==> config.mk <==
export PLATFORM = sky130hd
export DESIGN_NAME = led_pulse_stretcher_flat
export DESIGN_NICKNAME = d
export VERILOG_FILES = /design/src/rtl/led_pulse_stretcher_if.sv /design/src/rtl/led_pulse_stretcher.sv /design/src/flat_wrapper.sv
export SDC_FILE = /design/constraint.sdc
export NUM_CORES = 1
export LEC_CHECK = 0
export ABC_CLOCK_PERIOD_IN_PS = 2400
export BUFFER_PORTS_ARGS = -buffer_cell sky130_fd_sc_hd__buf_4
export CAP_MARGIN = 20
export CORE_MARGIN = 2
export CORE_UTILIZATION = 49
export DETAILED_ROUTE_END_ITERATION = 16
export HOLD_SLACK_MARGIN = 0.02
export PLACE_DENSITY = 0.69
export SLEW_MARGIN = 20
export SYNTH_ARGS = -nofsm -noshare
export SYNTH_HDL_FRONTEND = slang
export SYNTH_SLANG_ARGS = --single-unit
==> constraint.sdc <==
create_clock -name clk -period 2.4 [get_ports clk]
set_clock_uncertainty 0.1 [all_clocks]
set_input_delay 0.12 -clock clk [delete_from_list [all_inputs] [get_ports clk]]
set_output_delay 0.12 -clock clk [all_outputs]
set_load 0.02 [all_outputs]
==> src/rtl/led_pulse_stretcher_if.sv <==
// Event/LED signal bundle for led_pulse_stretcher.
// The master drives event ticks; the slave (the stretcher) drives the LED and status outputs.
interface led_pulse_stretcher_if #(
    parameter int QDEPTH_W = 3
);
    logic                i_pulse;
    logic                o_led;
    logic                o_busy;
    logic [QDEPTH_W-1:0] o_pending;
    logic                o_overflow;

    modport master (
        output i_pulse,
        input  o_led,
        input  o_busy,
        input  o_pending,
        input  o_overflow
    );

    modport slave (
        input  i_pulse,
        output o_led,
        output o_busy,
        output o_pending,
        output o_overflow
    );
endinterface

==> src/rtl/led_pulse_stretcher.sv <==
// Stretches one-clock event ticks into visible LED ON windows, each followed by an OFF gap.
// Optional macro STRETCH_RETRIGGER_EN: a tick during ON restarts the window instead of queueing.
module led_pulse_stretcher #(
    parameter int CLK_DIV  = 100,
    parameter int ON_US    = 50000,
    parameter int GAP_US   = 50000,
    parameter int QDEPTH_W = 3
) (
    input  logic                 clk,
    input  logic                 rst,
    led_pulse_stretcher_if.slave bus
);
    localparam int PRESC_W = $clog2(CLK_DIV);
    localparam int DUR_MAX = (ON_US > GAP_US) ? ON_US : GAP_US;
    localparam int DUR_W   = $clog2(DUR_MAX + 1);

    localparam logic [PRESC_W-1:0]  PRESC_LAST = PRESC_W'(CLK_DIV - 1);
    localparam logic [DUR_W-1:0]    ON_LAST    = DUR_W'(ON_US - 1);
    localparam logic [DUR_W-1:0]    GAP_LAST   = DUR_W'(GAP_US - 1);
    localparam logic [QDEPTH_W-1:0] Q_FULL     = '1;

    typedef enum logic [1:0] {
        ST_IDLE,
        ST_ON,
        ST_GAP
    } stateType;

    stateType            r_state;
    stateType            w_nextState;
    logic [PRESC_W-1:0]  r_presc;
    logic [DUR_W-1:0]    r_dur;
    logic [QDEPTH_W-1:0] r_pending;
    logic                r_overflow;
    logic                r_led;
    logic                r_busy;

    logic w_usTick;
    logic w_onDone;
    logic w_gapDone;
    logic w_wantStart;
    logic w_retrig;
    logic w_consume;
    logic w_enq;
    logic w_deq;
    logic w_clearCnt;
    logic w_ledNext;
    logic w_busyNext;

    assign w_usTick    = (r_presc == PRESC_LAST);
    assign w_onDone    = w_usTick && (r_dur == ON_LAST);
    assign w_gapDone   = w_usTick && (r_dur == GAP_LAST);
    assign w_wantStart = bus.i_pulse || (r_pending != '0);

`ifdef STRETCH_RETRIGGER_EN
    assign w_retrig = (r_state == ST_ON) && bus.i_pulse;
`else
    assign w_retrig = 1'b0;
`endif

    // A window starts from IDLE or at the end of a gap; the live tick wins over the queue.
    assign w_consume = w_wantStart &&
                       ((r_state == ST_IDLE) || ((r_state == ST_GAP) && w_gapDone));
    assign w_deq     = w_consume && !bus.i_pulse;
    assign w_enq     = bus.i_pulse && !w_consume && !w_retrig;

    // Counters restart on every state change so window lengths are exact in clocks.
    assign w_clearCnt = (w_nextState != r_state) || w_retrig || (r_state == ST_IDLE);

    always_ff @(posedge clk or posedge rst) begin
        if (rst) begin
            r_state <= ST_IDLE;
        end else begin
            r_state <= w_nextState;
        end
    end

    always_comb begin
        w_nextState = r_state;
        case (r_state)
            ST_IDLE: if (w_wantStart) w_nextState = ST_ON;
            ST_ON:   if (!w_retrig && w_onDone) w_nextState = ST_GAP;
            ST_GAP:  if (w_gapDone) w_nextState = w_wantStart ? ST_ON : ST_IDLE;
            default: w_nextState = ST_IDLE;
        endcase
    end

    always_comb begin
        w_ledNext  = (w_nextState == ST_ON);
        w_busyNext = (w_nextState != ST_IDLE);
    end

    always_ff @(posedge clk or posedge rst) begin
        if (rst) begin
            r_led  <= 1'b0;
            r_busy <= 1'b0;
        end else begin
            r_led  <= w_ledNext;
            r_busy <= w_busyNext;
        end
    end

    always_ff @(posedge clk or posedge rst) begin
        if (rst) begin
            r_presc <= '0;
            r_dur   <= '0;
        end else if (w_clearCnt) begin
            r_presc <= '0;
            r_dur   <= '0;
        end else if (w_usTick) begin
            r_presc <= '0;
            r_dur   <= r_dur + 1'b1;
        end else begin
            r_presc <= r_presc + 1'b1;
        end
    end

    // enq and deq are mutually exclusive: deq only happens when no tick is present.
    always_ff @(posedge clk or posedge rst) begin
        if (rst) begin
            r_pending  <= '0;
            r_overflow <= 1'b0;
        end else if (w_enq) begin
            if (r_pending == Q_FULL) begin
                r_overflow <= 1'b1;
            end else begin
                r_pending <= r_pending + 1'b1;
            end
        end else if (w_deq) begin
            r_pending <= r_pending - 1'b1;
        end
    end

    assign bus.o_led      = r_led;
    assign bus.o_busy     = r_busy;
    assign bus.o_pending  = r_pending;
    assign bus.o_overflow = r_overflow;
endmodule

==> src/flat_wrapper.sv <==
// flat-port wrapper written by rule: the top's interface ports become plain ports
module led_pulse_stretcher_flat 
#(
    parameter int CLK_DIV  = 100,
    parameter int ON_US    = 50000,
    parameter int GAP_US   = 50000,
    parameter int QDEPTH_W = 3
)
  (clk, rst, bus_i_pulse, bus_o_led, bus_o_busy, bus_o_pending, bus_o_overflow);
  led_pulse_stretcher_if #(.QDEPTH_W(QDEPTH_W)) bus_i ();
  input  logic clk;
  input  logic rst;
  input wire logic [$bits(bus_i.i_pulse)-1:0] bus_i_pulse;
  output wire logic [$bits(bus_i.o_led)-1:0] bus_o_led;
  output wire logic [$bits(bus_i.o_busy)-1:0] bus_o_busy;
  output wire logic [$bits(bus_i.o_pending)-1:0] bus_o_pending;
  output wire logic [$bits(bus_i.o_overflow)-1:0] bus_o_overflow;
  assign bus_i.i_pulse = bus_i_pulse;
  assign bus_o_led = bus_i.o_led;
  assign bus_o_busy = bus_i.o_busy;
  assign bus_o_pending = bus_i.o_pending;
  assign bus_o_overflow = bus_i.o_overflow;
  led_pulse_stretcher #(.CLK_DIV(CLK_DIV), .ON_US(ON_US), .GAP_US(GAP_US), .QDEPTH_W(QDEPTH_W)) u_core (.clk(clk), .rst(rst), .bus(bus_i));
endmodule
Yosys cells after proc, flatten, opt, wreduce, memory -nomap -nowiden

Cells that the tools add are included.

Order comparisons: 0
Multiply operators: 0
Bitwise logic cells: 0
Shift operators: 0
Mux-type cells: 12
$add $sub $neg: 4
Reduce and logical (&&, ||, !) cells: 17
Eq/ne operators: 8
Divide/modulo/power cells: 0

Operators with widths:

| cell                                              | number |
|---|---|
| two-way mux 16 bit                                | 2 |
| adder 16 x 1 -> 16 bit (second input constant)    | 1 |
| == test 16 bit (second input constant)            | 1 |
| two-way mux 7 bit                                 | 2 |
| two-way mux 3 bit                                 | 3 |
| adder 7 x 1 -> 7 bit (second input constant)      | 1 |
| == test 7 bit (second input constant)             | 1 |
| two-way mux 2 bit                                 | 3 |
| one-hot mux 2 bit (3 select lines)                | 1 |
| nonzero test 2 bit                                | 3 |
| logical AND 1 bit                                 | 5 |
| == test 2 x 1 -> 1 bit (second input constant)    | 2 |
| AND reduction 2 bit                               | 2 |
| adder 3 x 1 -> 3 bit (second input constant)      | 1 |
| == test 3 bit (second input constant)             | 1 |
| logical OR 1 bit                                  | 3 |
| nonzero test 3 bit                                | 1 |
| subtractor 3 x 1 -> 3 bit (second input constant) | 1 |
| == test 2 bit (second input constant)             | 1 |
| logical NOT 1 bit                                 | 2 |
| logical NOT 2 bit                                 | 1 |
| inequality test 2 bit                             | 1 |
| inequality test 2 bit (second input constant)     | 1 |
| two-way mux 1 bit                                 | 1 |

Memories: 0
Bits in writable memories: 0
Memory bits (read-only): 0
Flip-flop bits (word level): 31
Latch bits: 0
Input port bits: 3

Longest topological paths before layout

Gate-level depths: netlist (run 1).

Word-level depth: 9
Gate-level depth with buffers: 10

Worst setup path before layout (run 1)

OpenSTA, ideal clock, no wires.

Kind: register to register
Start point: register u_core.r_pending[0], in the netlist u_core.bus.o_pending[0]
End point: register u_core.r_pending[1], in the netlist u_core.bus.o_pending[1]
Library setup time: 0.087 ns
Slack: -0.163 ns
Data arrival time: 2.377 ns
Path buffers: 0
Stages on the path, launching flop included: 9
Cell sequence: dfrtp_1 > nor4_2 > nor2_1 > a31oi_4 > nand2_1 > fa_1 > nor2_1 > mux2_4 > a211oi_2

Word-level cells in the longest chain between the ends: 7
Elaborated cells on any way between the ends: 15
Classes of those cells: add/sub (2); eq/ne (2); mux (3); reduce/logical (8)

RTL lines:

| element                                                                      | RTL line                   | RTL |
|---|---|---|
| from (decl)                                                                  | led_pulse_stretcher.sv:32  | `logic [QDEPTH_W-1:0] r_pending;` |
| from (signal assigned)                                                       | led_pulse_stretcher.sv:126 | `r_pending <= r_pending + 1'b1;` |
| from (signal assigned)                                                       | led_pulse_stretcher.sv:129 | `r_pending <= r_pending - 1'b1;` |
| nonzero test 3 bit                                                           | led_pulse_stretcher.sv:52  | `assign w_wantStart = bus.i_pulse \|\| (r_pending != '0);` |
| logical OR 1 bit                                                             | led_pulse_stretcher.sv:52  |  |
| logical AND 1 bit                                                            | led_pulse_stretcher.sv:61  | `assign w_consume = w_wantStart &&` |
| logical NOT 1 bit                                                            | led_pulse_stretcher.sv:64  | `assign w_enq = bus.i_pulse && !w_consume && !w_retrig;` |
| logical AND 1 bit                                                            | led_pulse_stretcher.sv:64  |  |
| inequality test 2 bit (no source line) or nonzero test 2 bit (tied branches) | -                          |  |
| AND reduction 2 bit (no source line)                                         | -                          |  |

Several ways; a longest one is shown, not always the timed one. The select of a mux whose other input is x is not followed.
A chain may end at the register's enable or synchronous reset.

Worst setup path after layout (run 1)

Start point: register u_core.r_dur[11]
End point: register u_core.r_pending[1], in the netlist u_core.bus.o_pending[1]

Word-level cells in the longest chain between the ends: 9
Elaborated cells on any way between the ends: 12
Classes of those cells: eq/ne (2); mux (1); reduce/logical (9)

RTL lines:

| element                                                                      | RTL line                   | RTL |
|---|---|---|
| from (decl)                                                                  | led_pulse_stretcher.sv:31  | `logic [DUR_W-1:0] r_dur;` |
| from (signal assigned)                                                       | led_pulse_stretcher.sv:111 | `r_dur <= r_dur + 1'b1;` |
| == test 16 bit *                                                             | led_pulse_stretcher.sv:51  | `assign w_gapDone = w_usTick && (r_dur == GAP_LAST);` |
| logical AND 1 bit *                                                          | led_pulse_stretcher.sv:51  |  |
| logical AND 1 bit *                                                          | led_pulse_stretcher.sv:62  | `((r_state == ST_IDLE) \|\| ((r_state == ST_GAP) && w_gapDone));` |
| logical OR 1 bit *                                                           | led_pulse_stretcher.sv:62  |  |
| logical AND 1 bit *                                                          | led_pulse_stretcher.sv:61  |  |
| logical NOT 1 bit                                                            | led_pulse_stretcher.sv:64  |  |
| logical AND 1 bit                                                            | led_pulse_stretcher.sv:64  |  |
| inequality test 2 bit (no source line) or nonzero test 2 bit (tied branches) | -                          |  |
| AND reduction 2 bit (no source line)                                         | -                          |  |

Mark *: on every way between the ends. The rest lies on a longest branch, timed or not.

==> reports/qor.csv, run 1 <==
metric,value,unit
outcome,"finished, violations left",
violations,setup timing,
die_area,3860,sq um
die_w,62.1,um
grt_pass1_vias,1268,
ys.warnings.count,0,
max-cap-violations,0,
tightest_slew,0.461,ns
drc,0,
drt-pass1-iter-count,4,
syn2layout_area_growth,22.4,%
synth_flop_cell,dfrtp_1,
drive_above_1_share,25.6,%
setup_viol,1,
start_util,50.4,%
gp_congestion,0.754,
powerDensity,765,nW/um^2
antenna_found_initial,0,
finalNonFillerCells,245,
cts_tree,done,
rsz0062_at_grt,yes,
criticalPathCategory,reg -> reg,
netlist-cell-type-count,42,
rows,21,
fin_crit_sh,103,%
grt_usage,18.8,%
wl_per_cell,13.4,um
dp_hpwl,2220,um
vdd_ir_drop_max,0.506,mV
syn_avg_cell_area,10.3,sq um
max_freq,404,MHz
dpl_cell_area,1920,sq um
syn_area,1660,sq um
relSlewSlack,68.8,%
overflow,0,
startpoint_type,flip-flop,
drt-initial-drc-count,26,
clock_sinks,31,
ys_ff_latch,31,
fin_area,2030,sq um
synthCells,161,
syn_nets,167,
clkLatencyLatePin,0.34,ns
wirelength,3300,um
period_minus_slack,2.47,ns
ant_nets,0,
hold_viol,0,
placed_cells,233,
num_vias,1269,
p_leak,0.000958,uW
arrival,2.60,ns
seq_area_frac_synth,46.8,%
ys_async_sr_fraction,100,%
clockBufferDepth,2,
fillers,282,
nets,205,
viasPerCell,5.18,
die_h,62.1,um
numCtsBuffers,5,
slew_viol_final,0,
cts_root_buf,clkbuf_4,
core,3280,sq um
diodes,0,
ios,9,
htreeDepth,2,
setup_ws,-0.0725,ns
portBuffers,8,
grt_max_degree,32,
synth_edf_count,0,
cts.clk_slew.worst_paths,0.10,ns
cp-end-kind,flip-flop,
grt_pass1_wl,5730,um
required,2.53,ns
cp_max_fo,3,
min_path_type,in -> reg,
==> path summary, 6_finish.rpt <==
check                                           to  cells past startpoint  slack, ns              start
min in group asynchronous          u_core.r_dur[1]                      4       0.35                rst
hold reg to reg                  u_core.r_presc[0]                      1       0.37  u_core.r_presc[0]
max in group asynchronous  u_core.bus.o_pending[0]                      4       1.55                rst
setup reg to reg           u_core.bus.o_pending[1]                      8      -0.07   u_core.r_dur[11]
setup / recovery           u_core.bus.o_pending[1]                      8      -0.07   u_core.r_dur[11]
hold / removal             u_core.bus.o_pending[0]                      3       0.09        bus_i_pulse
==> where the power goes <==
part / internal [uW] / switching [uW] / leakage (uW)
Clock: 135 / 179 / 0.0000341
Sequential: 610 / 87.4 / 0.000389
Combinational: 271 / 268 / 0.000535
Total: 1020 / 534 / 0.000958
==> routing by layer <==
| metal | part of all wire (%) | track usage (%) |
|---|---|---|
| met1 | 45 | 24.4 |
| met3 | 2.7 | 3.44 |
| met4 | 3.6 | 10.6 |
| met5 | 0 | 0 |
| met2 | 49 | 29.9 |
==> per-stage QoR <==
stage	utilization [%]	setup slack, ns	hold WS (ns)	power (uW)	setup TNS, ns
floorplan	-	-0.139	0.123	1060	-0.164
global placement	58.4	-0.0362	0.122	1200	-0.0362
detailed placement	58.4	-0.128	0.130	1220	-0.128
CTS	60.8	-0.129	0.0702	1540	-0.129
global route	61.7	-0.195	0.107	1670	-0.195
finish	61.7	-0.0725	0.0890	1550	-0.0725
==> registers in the layout (all words and copies together), names as in the netlist <==
name / flops
u_core.r_state: 2
u_core.r_presc: 7
u_core.bus.o_overflow: 1
u_core.bus.o_pending: 3
u_core.r_dur: 16
u_core.bus.o_busy: 1
u_core.bus.o_led: 1
==> synth_stat cells (all sizes together), types with 2 or more instances <==
cell type	n	share of area [%]
nand4	3	1.1
and3	4	1.5
and4	2	1.1
nand3b	2	0.91
nand4bb	2	2.3
nand2	11	2.5
a21oi	2	0.60
nor2	34	7.9
nor4	2	2.0
mux2i	3	1.8
nor3	3	0.91
nand3	9	2.7
xor2	14	7.4
nor2b	4	1.5
ha	2	1.5
xnor2	8	4.2
dfrtp	31	47
inv	5	1.1
or4	2	1.1
a211oi	2	1.2
==> area by class of cell <==
| class | instances | area, sq um | share of cell area, % |
|---|---|---|---|
| multi-input cells | 123 | 865 | 42.7 |
| well taps | 46 | 57.6 | 2.84 |
| clock inverters | 1 | 5.00 | 0.247 |
| repair buffers | 33 | 253 | 12.5 |
| clock buffers | 6 | 51.3 | 2.53 |
| flip-flops and latches | 31 | 777 | 38.3 |
| inverters | 5 | 18.8 | 0.926 |
==> kinds of logic after synthesis <==
logic type / count (synthesis) / synth area share, %
AOI/OAI and AO/OA: 11 / 6.12
DFF: 31 / 46.8
and+or+nand+nor: 83 / 28.3
buffers and inverters: 7 / 1.66
muxes: 4 / 2.72
adders and majority gates: 3 / 2.72
xor gates and xnor gates: 22 / 11.6
==> worst max-delay path: stages (launching register included) <==
cell	delay [ns]
dfrtp_1	0.39
or4_4	0.54
nor4_4	0.24
a31oi_4	0.14
nand2_2	0.10
fa_2	0.45
a21o_1	0.17
mux2i_1	0.16
a211oi_2	0.09
==> layout by cell type, fill, tap and decap left out, drive strengths merged, types with 3 or more instances in the layout <==
master	count
and3	4
buf	31
clkbuf	6
dfrtp	31
inv	5
mux2i	3
nand2	11
nand3	9
nand4	3
nor2	34
nor2b	4
nor3	3
xnor2	8
xor2	14
==> repair_timing <==
action,4_1_cts,5_1_grt
endpoints found under the hold margin,33,0
gates resized for setup,1,2
setup buffers,0,3
hold buffers,2,0
pin swaps,0,0
gates cloned,0,0
setup endpoints to repair,1,2
(Power assumes the default switching activity.)
==> run 2, diff against run 1 <==
--- a/config.mk
+++ b/config.mk
@@ -5,6 +5,7 @@
 export SDC_FILE = /design/constraint.sdc
 export NUM_CORES = 1
 export LEC_CHECK = 0
+export ABC_AREA = 1
 export ABC_CLOCK_PERIOD_IN_PS = 2400
 export BUFFER_PORTS_ARGS = -buffer_cell sky130_fd_sc_hd__buf_4
 export CAP_MARGIN = 20
==> run 2 against run 1 <==
  * The flow now finishes without violations
  * Maximum frequency grew 15%
  * Clock power is essentially flat
  * Total power shrank 28%
  * Sequential power shrank 15%
  * Design area shrank 5.7%
  * Core utilization shrank 4.9 points
  * Non-clock buffer count shrank 21
  * Synthesized cell count grew 37%
  * Die area grew 3.9%
  * Count of clock-buffer cells in the layout is the same
  * Worst setup slack gained 0.32 ns
  * Synthesized area grew 4.2%
  * Critical endpoint is now u_core.bus.o_pending[2]
  * Largest cell class unchanged
  * Largest power group unchanged
==> reports/qor.csv, run 2 <==
metric,value,unit
nets,244,
max_freq,465,MHz
clkLatencyLatePin,0.34,ns
rows,21,
synthCells,221,
antenna_found_initial,0,
ios,9,
yosysMostFrequentCell,nand2_1,
fin_crit_sh,89.7,%
drt-pass1-iter-count,4,
diodes,0,
gp_congestion,0.859,
viasPerCell,4.99,
overflow,0,
wirelength,3360,um
mostFrequentLayoutCells,"nand2_1 (58), nor2_1 (34), dfrtp_1 (31)",
multiInputGateArea,817,sq um
setup_viol,0,
netlist-cell-type-count,28,
hold_viol,0,
met1_length,1590,um
setup_ws,0.248,ns
powerDensity,588,nW/um^2
syn2layout_area_growth,10.8,%
period_minus_slack,2.15,ns
synthTopCellsByCount,"nand2_1 (58), nor2_1 (34), dfrtp_1 (31)",
drt-initial-drc-count,76,
ys_async_sr_fraction,100,%
numCtsBuffers,5,
vdd_ir_drop_max,0.442,mV
ant_nets,0,
synth_edf_count,0,
wl_met3,136,um
max-cap-violations,0,
die_h,63.3,um
drive_above_1_share,13.4,%
power,1120,uW
ys_ff_latch,31,
min_path_type,in -> async,
grt_max_degree,17,
cp_max_fo,5,
clock_sinks,31,
clockBufferDepth,2,
outcome,completed,
wl_per_cell,11.8,um
ys_top_cells_by_area,"dfrtp_1 (45%), nand2_1 (13%), nor2_1 (7.4%)",
cts.clk_slew.worst_paths,0.09,ns
cts_root_buf,clkbuf_4,
syn_avg_cell_area,7.81,sq um
htreeDepth,2,
die_w,63.3,um
wl_met2,1590,um
yosysTopAreaCell,dfrtp_1,
ys.warnings.count,0,
grt_pass1_vias,1413,
required,2.54,ns
cp_slowest_stage_delay,0.42,ns
yosysTopAreaCellShare,45.0,%
drc,0,
crit_chain,ha_1 > nand3_1 > nor2_1 > nand3_2 > nand2_2 > nand2_2 > nand2_1 > fa_1 > inv_1 > nand4_1 > nand3_1 > nand2_1,
rsz0062_at_grt,no,
cp-end-kind,flip-flop,
slew_viol_final,0,
top_register,u_core.r_dur,
grt_pass1_wl,6300,um
utilization,56.8,%
portBuffers,8,
slowest_stage,dfrtp_1,
dp_hpwl,2480,um
syn_area,1730,sq um
core,3360,sq um
synth_flop_cell,dfrtp_1,
worstRegToRegCells,12,
grt_usage,20.3,%
seq_area,776,sq um
arrival,2.29,ns
criticalPathCategory,reg -> reg,
seq_area_frac_synth,45.0,%
num_vias,1416,
cts_tree,done,
fillers,340,
startpoint_type,flip-flop,
layout_commonest_cell,nand2_1,
start_util,51.3,%
syn_nets,227,
tightest_slew,0.606,ns
post_cts_resized,0,
top_layer_used,met4,
largest_reg_flops,16,
relSlewSlack,59.6,%
fin_area,1910,sq um
post-place-ws,0.261,ns
p_leak,0.000945,uW
die_area,4010,sq um
fin_setup_tns,0,ns
dpl_cell_area,1840,sq um
[run 2: cell count changes in the layout (fill, tap and decap cells not counted), moves of 4 or more]
cell	before	now
buf_4	31	10
inv_1	5	25
nand2_1	10	58
nand3_1	9	17
nor2b_1	4	0
o21ai_0	0	5
xnor2_1	8	3
xor2_1	14	6
[run 2: cell families (layout without fill, tap and decap cells)]
| group | after synthesis | in the layout | synth area share (%) |
|---|---|---|---|
| AO/OA/AOI/OAI | 14 | 14 | 5.08 |
| AND/OR/NAND/NOR | 134 | 134 | 35.1 |
| adder cells (fa/ha/maj) | 3 | 3 | 2.61 |
| flip-flops | 31 | 31 | 45.0 |
| buffers and inverters | 30 | 47 | 7.69 |
| XOR/XNOR | 9 | 9 | 4.57 |
[run 2: where the power goes]
group	switching (uW)	internal (uW)
Sequential	37.5	554
Clock	177	135
Combinational	127	93.0
[run 2: layout make-up]
type,count,area share (%)
inverters,28,5.76
multi-input cells,160,42.7
repair buffers,12,4.97
flip-flops and latches,31,40.6
well taps,46,3.01
clock inverters,1,0.262
clock buffers,6,2.68
[run 2: stage by stage]
stage          hold slack (ns)  cells
2_1_floorplan            0.124    221
3_3_place_gp             0.134    275
3_5_place_dp             0.133    275
4_1_cts                  0.312    284
5_1_grt                  0.368    284
6_report                 0.302    284
[run 2: what timing repair did]
item	in CTS	in global routing
setup buffers	0	0
hold endpoints to repair	16	0
hold buffers	2	0
[run 2: worst paths after layout]
kind / from / to / slack [ns]
max: u_core.r_dur[0] / u_core.bus.o_pending[2] / 0.25
min: rst / u_core.r_presc[6] / 0.30
max reg2reg: u_core.r_dur[0] / u_core.bus.o_pending[2] / 0.25
min reg2reg: u_core.r_presc[0] / u_core.r_presc[0] / 0.36
max in group asynchronous: rst / u_core.r_dur[8] / 1.24
min in group clk: u_core.r_presc[0] / u_core.r_presc[0] / 0.36
[run 2: routing by layer]
layer / vias to the layer above / track usage (%)
met5: - / 0
met4: 0 / 7.07
met3: 4 / 6.61
met2: 26 / 31.3
met1: 648 / 26.8
li1: 738 / -
[run 2: worst max-delay path: cells and delay by family (launching register included)]
kind | cells | cell delay (ns)
and+or+nand+nor | 9 | 0.80
adders and majority gates | 2 | 0.65
DFF | 1 | 0.42
buffers and inverters | 1 | 0.09
